File: config.mk
export PLATFORM = sky130hd
export DESIGN_NAME = stride_unpooling_unit
export DESIGN_NICKNAME = d
export VERILOG_FILES = /design/src/rtl/stride_unpooling_unit.sv
export SDC_FILE = /design/constraint.sdc
export NUM_CORES = 1
export LEC_CHECK = 0
export CORE_ASPECT_RATIO = 0.7
export CORE_MARGIN = 5
export CORE_UTILIZATION = 45
export CTS_CLUSTER_SIZE = 12
export DETAILED_ROUTE_END_ITERATION = 16
export PLACE_DENSITY = 0.75
export SYNTH_ARGS = -nofsm -noshare
export SYNTH_HDL_FRONTEND = slang
export SYNTH_SLANG_ARGS = --single-unit
File: constraint.sdc
create_clock -name clk -period 9 [get_ports clk]
set_clock_uncertainty 0.15 [all_clocks]
set_input_delay 1.8 -clock clk [delete_from_list [all_inputs] [get_ports clk]]
set_output_delay 1.8 -clock clk [all_outputs]
set_load 0.03 [all_outputs]
File: src/rtl/stride_unpooling_unit.sv
// rtl/stride_unpooling_unit.sv - 2x2 stride unpooling: argmax scatter or nearest-neighbour upsample
module stride_unpooling_unit #(
    parameter int int_bits = 20,
    parameter int POOL_W   = 8,
    parameter int POOL_H   = 8
) (
    input  logic                clk,
    input  logic                reset,
    input  logic                start,
    input  logic                mode,
    input  logic                in_valid,
    output logic                in_ready,
    input  logic [int_bits-1:0] in,
    input  logic [7:0]          RAM_out_g,
    output logic                RAM_rd_en,
    output logic [7:0]          RAM_addr,
    output logic                out_valid,
    input  logic                out_ready,
    output logic [int_bits-1:0] out,
    output logic                out_last,
    output logic                done
);

    localparam int JW = $clog2(POOL_W);
    localparam int CW = JW + 1;
    localparam int RW = (POOL_H > 1) ? $clog2(POOL_H) : 1;

    typedef enum logic [2:0] {
        IDLE, FETCH, WAIT, LOAD, EMIT_TOP, EMIT_BOT
    } state_t;

    state_t              r_state;
    state_t              w_next;
    logic [RW-1:0]       r_row;
    logic [JW-1:0]       r_j;
    logic [CW-1:0]       r_col;
    logic [7:0]          r_grp;
    logic                r_mode;
    logic                r_done;
    logic [1:0]          r_idx [POOL_W];
    logic [int_bits-1:0] r_val [POOL_W];

    logic                w_in_xfer;
    logic                w_out_xfer;
    logic                w_col_end;
    logic                w_row_end;
    logic                w_grp_end;
    logic                w_j_end;
    logic [JW-1:0]       w_src;
    logic [1:0]          w_sel_idx;
    logic [int_bits-1:0] w_sel_val;
    logic                w_hit;

    assign w_in_xfer  = in_valid & in_ready;
    assign w_out_xfer = out_valid & out_ready;
    assign w_col_end  = (r_col == CW'(2 * POOL_W - 1));
    assign w_row_end  = (r_row == RW'(POOL_H - 1));
    assign w_grp_end  = (r_j[1:0] == 2'b11);
    assign w_j_end    = (r_j == JW'(POOL_W - 1));
    assign w_src      = r_col[CW-1:1];
    assign w_sel_idx  = r_idx[w_src];
    assign w_sel_val  = r_val[w_src];
    // Top row keeps argmax positions 0/1, bottom row 2/3; column parity picks left/right.
    assign w_hit      = r_mode | (w_sel_idx == {r_state == EMIT_BOT, r_col[0]});
    assign done       = r_done;

    always_ff @(posedge clk or negedge reset) begin
        if (!reset) begin
            r_state <= IDLE;
        end else begin
            r_state <= w_next;
        end
    end

    always_comb begin
        w_next = r_state;
        case (r_state)
            IDLE:     if (start) w_next = FETCH;
            FETCH:    w_next = WAIT;
            WAIT:     w_next = LOAD;
            LOAD:     if (w_in_xfer && w_grp_end) w_next = w_j_end ? EMIT_TOP : FETCH;
            EMIT_TOP: if (w_out_xfer && w_col_end) w_next = EMIT_BOT;
            EMIT_BOT: if (w_out_xfer && w_col_end) w_next = w_row_end ? IDLE : FETCH;
            default:  w_next = IDLE;
        endcase
    end

    always_comb begin
        in_ready  = 1'b0;
        RAM_rd_en = 1'b0;
        RAM_addr  = '0;
        out_valid = 1'b0;
        out       = '0;
        out_last  = 1'b0;
        case (r_state)
            FETCH: begin
                RAM_rd_en = 1'b1;
                RAM_addr  = r_grp;
            end
            LOAD: in_ready = 1'b1;
            EMIT_TOP, EMIT_BOT: begin
                out_valid = 1'b1;
                out       = w_hit ? w_sel_val : '0;
                out_last  = (r_state == EMIT_BOT) && w_row_end && w_col_end;
            end
            default: ;
        endcase
    end

    // Groups of four elements are fetched in row-major order, so the byte address is a running count.
    always_ff @(posedge clk or negedge reset) begin
        if (!reset) begin
            r_row  <= '0;
            r_j    <= '0;
            r_col  <= '0;
            r_grp  <= '0;
            r_mode <= 1'b0;
            r_done <= 1'b0;
        end else begin
            r_done <= w_out_xfer & out_last;
            case (r_state)
                IDLE: begin
                    if (start) begin
                        r_mode <= mode;
                        r_row  <= '0;
                        r_j    <= '0;
                        r_col  <= '0;
                        r_grp  <= '0;
                    end
                end
                FETCH: r_grp <= r_grp + 8'd1;
                LOAD: begin
                    if (w_in_xfer) r_j <= w_j_end ? '0 : r_j + JW'(1);
                end
                EMIT_TOP: begin
                    if (w_out_xfer) r_col <= w_col_end ? '0 : r_col + CW'(1);
                end
                EMIT_BOT: begin
                    if (w_out_xfer) begin
                        if (w_col_end) begin
                            r_col <= '0;
                            r_row <= w_row_end ? '0 : r_row + RW'(1);
                        end else begin
                            r_col <= r_col + CW'(1);
                        end
                    end
                end
                default: ;
            endcase
        end
    end

    always_ff @(posedge clk) begin
        if (r_state == WAIT) begin
            for (int k = 0; k < 4; k++) begin
                r_idx[r_j + JW'(k)] <= RAM_out_g[2*k +: 2];
            end
        end
        if (w_in_xfer) begin
            r_val[r_j] <= in;
        end
    end

endmodule

==> qor.yml <==
hold_path:
  min_path_type: "flip-flop to flip-flop"
synth:
  syn_area_um2: 9145
  synth_top_cells_by_count: "176 x edfxtp_1, 42 x mux4_2, 34 x nor2_1"
  synth_edf_count: 176
  async_reset_ff_share_pct: 11.56
  synth_most_common_cell: "edfxtp_1"
  yosys_register_bits: 199
  synth_seq_area_share_pct: 64.09
  avgSynthCellArea_um2: 15.45
  ys.warnings.count: 0
  netlist_instances: 592
  synth_fp_nets: 633
  synth.distinct_cells: 51
  yosys.area.top_type: "edfxtp_1"
  synth_top_area_share_pct: 57.79
  synth_ff_type: "edfxtp_1"
  synth_area_leaders: "edfxtp_1 58%, mux4_2 10%, dfrtp_1 6.3%, mux2i_1 3.1%, nor4_2 2.7%"
floorplan:
  core_um2: 19910
  dieHeight_um: 129.3
  num_rows: 43
  die-area_um2: 23320
  ioPinCount: 67
  fp.dieW_um: 180.4
  initial_core_util_pct: 45.94
placed_design:
  io_buffer_count: 66
  gp_congestion: 0.8834
  hpwl_um: 12920
finish:
  drive_gt1_share_pct: 19.79
  multiInputGateArea_um2: 3085
  num-fill-cells: 1558
  ff_latch_area_um2: 5863
  num-nets-final: 690
  area_growth_pct: 16.79
  final_core_util_pct: 53.65
job:
  maxCapViolCount: 0
drt:
  drtAntennaViolNets: 0
  post_drt_wl_per_cell_um: 22.10
  drt_drc_violations_left: 0
  first_pass_iters: 5
  vias: 5655
  drt_wl_total_um: 20620
  routed_via_density: 6.061
  drtIter0Drc: 603
setup_path:
  crit_arrival_ns: 3.90
  end_kind: "primary output"
  crit_chain: "mux4_2 > mux2_2 > nor4_2 > clkdlybuf4s50_1"
  crit_type: "flip-flop to primary output"
  critical_path_required_ns: 7.05
  slowest_delay_ns: 1.18
  start_kind: "flip-flop"
  slowest_stage: "dfrtp_2"
  critPathMaxFanout: 47
pwr:
  p_switching_mw: 1.065
  switching_share_pct: 35.87
  pwr-share-clk_pct: 25.8
  power.density_nw_per_um2: 278.0
  p_leak_nw: 3.586
  p_seq_share_pct: 44.3
  irDropWorstVdd_v: 0.0001513
  combPwrFrac_pct: 29.9
  intPower_mw: 1.904
  total_power_mw: 2.969
clock_network:
  clock_latency_ns: 0.44
  cts_hold_buf: 0
  path_clk_slew_ns: 0.08
  clockRootBuffer: "clkbuf_16"
  postCtsResizedCells: 0
  clk_path_buf_depth: 2
  clock_sinks: 199
  cts_tree: "yes"
  cts_made_buffers: 17
  htree_levels: 4
  postCtsSetupBuffers: 0
sta:
  tns_ns: 0
  relSlewSlack_pct: 18.46
  fin_crit_ns: 5.847
  rsz0062_at_grt: "false"
  drv_slew: 0
  hold_viol: 0
  max_freq_mhz: 171.0
  setup_viol: 0
  fin_crit_sh_pct: 64.97
  tightestPinTransition_ns: 1.223
global_routing:
  grt.overflow.total: 0
  track_usage_pct: 17.95
  grt_max_degree: 48
  grt_pass1_vias: 5506
  antenna_found_initial: 1
  grt_pass1_wl_um: 31780
status:
  status: "finished, final reports clean"
## cells by family after synthesis
group                    count (synthesis)  synth area share, %
buffers and inverters                   47                2.449
adder cells (fa/ha/maj)                  7               0.9577
AND/OR/NAND/NOR                        178                11.85
flip-flops                             199                64.09
multiplexers                            76                14.19
AO/OA/AOI/OAI                           79                5.897
XOR/XNOR                                 6               0.5746
## final timing paths
path	slack, ns	end	cells after the start	start
setup / recovery	3.15	out[1]	4	r_col[2]
hold / removal	0.35	r_grp[7]	1	r_grp[7]
setup reg to reg	5.14	r_idx[3][1]	6	r_j[0]
hold reg to reg	0.35	r_grp[7]	1	r_grp[7]
max in group asynchronous	6.17	r_col[2]	1	reset
min in group asynchronous	1.80	r_grp[5]	1	reset
## power by group through the flow
stage / sequential (mW) / clock (mW) / combinational [mW]
3_5_place_dp: 1.34 / 0 / 0.885
3_3_place_gp: 1.32 / 0 / 0.860
5_1_grt: 1.34 / 0.824 / 0.954
4_1_cts: 1.32 / 0.782 / 0.888
6_report: 1.32 / 0.765 / 0.888
2_1_floorplan: 1.22 / 0 / 0.743
## through the flow
step	area, µm²	hold slack (ns)	setup WS, ns	std cells
floorplan	9145	0.2929	4.749	592
finish	10680	0.3517	3.153	933
global route	10680	0.3844	3.039	933
detailed placement	10060	0.3303	3.612	900
CTS	10680	0.3394	3.115	932
global placement	10060	0.3174	3.765	900
## final cells by class
type	count	area share (%)
Antenna cell	1	0.02343
Tap cell	270	3.163
Clock buffer	17	3.983
Sequential cell	199	54.90
Inverter	7	0.2460
Multi-Input combinational cell	346	28.89
Timing Repair Buffer	78	7.029
Clock inverter	15	1.769
## layer usage
| layer | global-route usage, % | up-vias | wire, µm |
|---|---|---|---|
| li1 | - | 2503 | - |
| met1 | 25.20 | 2870 | 9067 |
| met2 | 28.33 | 252 | 9695 |
| met3 | 4.545 | 30 | 1543 |
| met4 | 5.111 | 0 | 316 |
| met5 | 0 | - | 0 |
## state kept, by name, summed over array words and instances (netlist names)
signal / cells
r_idx: 16
r_col: 4
r_mode: 1
r_grp: 8
r_row: 3
r_val: 160
done: 1
r_j: 3
r_state: 3
## worst max-delay path: cells and delay by family, from the launching register on
family,cells,cell delay [ns]
mux,2,1.16
simple gates,1,0.38
flops,1,1.18
buf+inv,1,0.73
## placed cells by master (no fill, tap or decap), types with 3 or more instances in the layout
cell type and count:
nor2_2 6, a21oi_1 7, clkdlybuf4s50_1 66, o31ai_1 9, mux4_2 42, nor3_1 11, a221oi_1 16, or3b_2 4
mux2_2 5, xnor2_1 4, clkinv_8 4, mux2i_1 28, nor2b_1 3, clkinv_1 4, nor2_1 28, o2bb2ai_1 8
nand4_1 12, or2_2 3, and2_1 8, nor4_2 20, inv_8 8, buf_4 12, nand2_1 27, dfrtp_1 21
or3_1 4, and3_1 19, nand3_1 17, nand2b_1 6, ha_1 7, o21ai_0 28, edfxtp_1 176, clkbuf_16 17
Power figures use the tool's default switching activity.
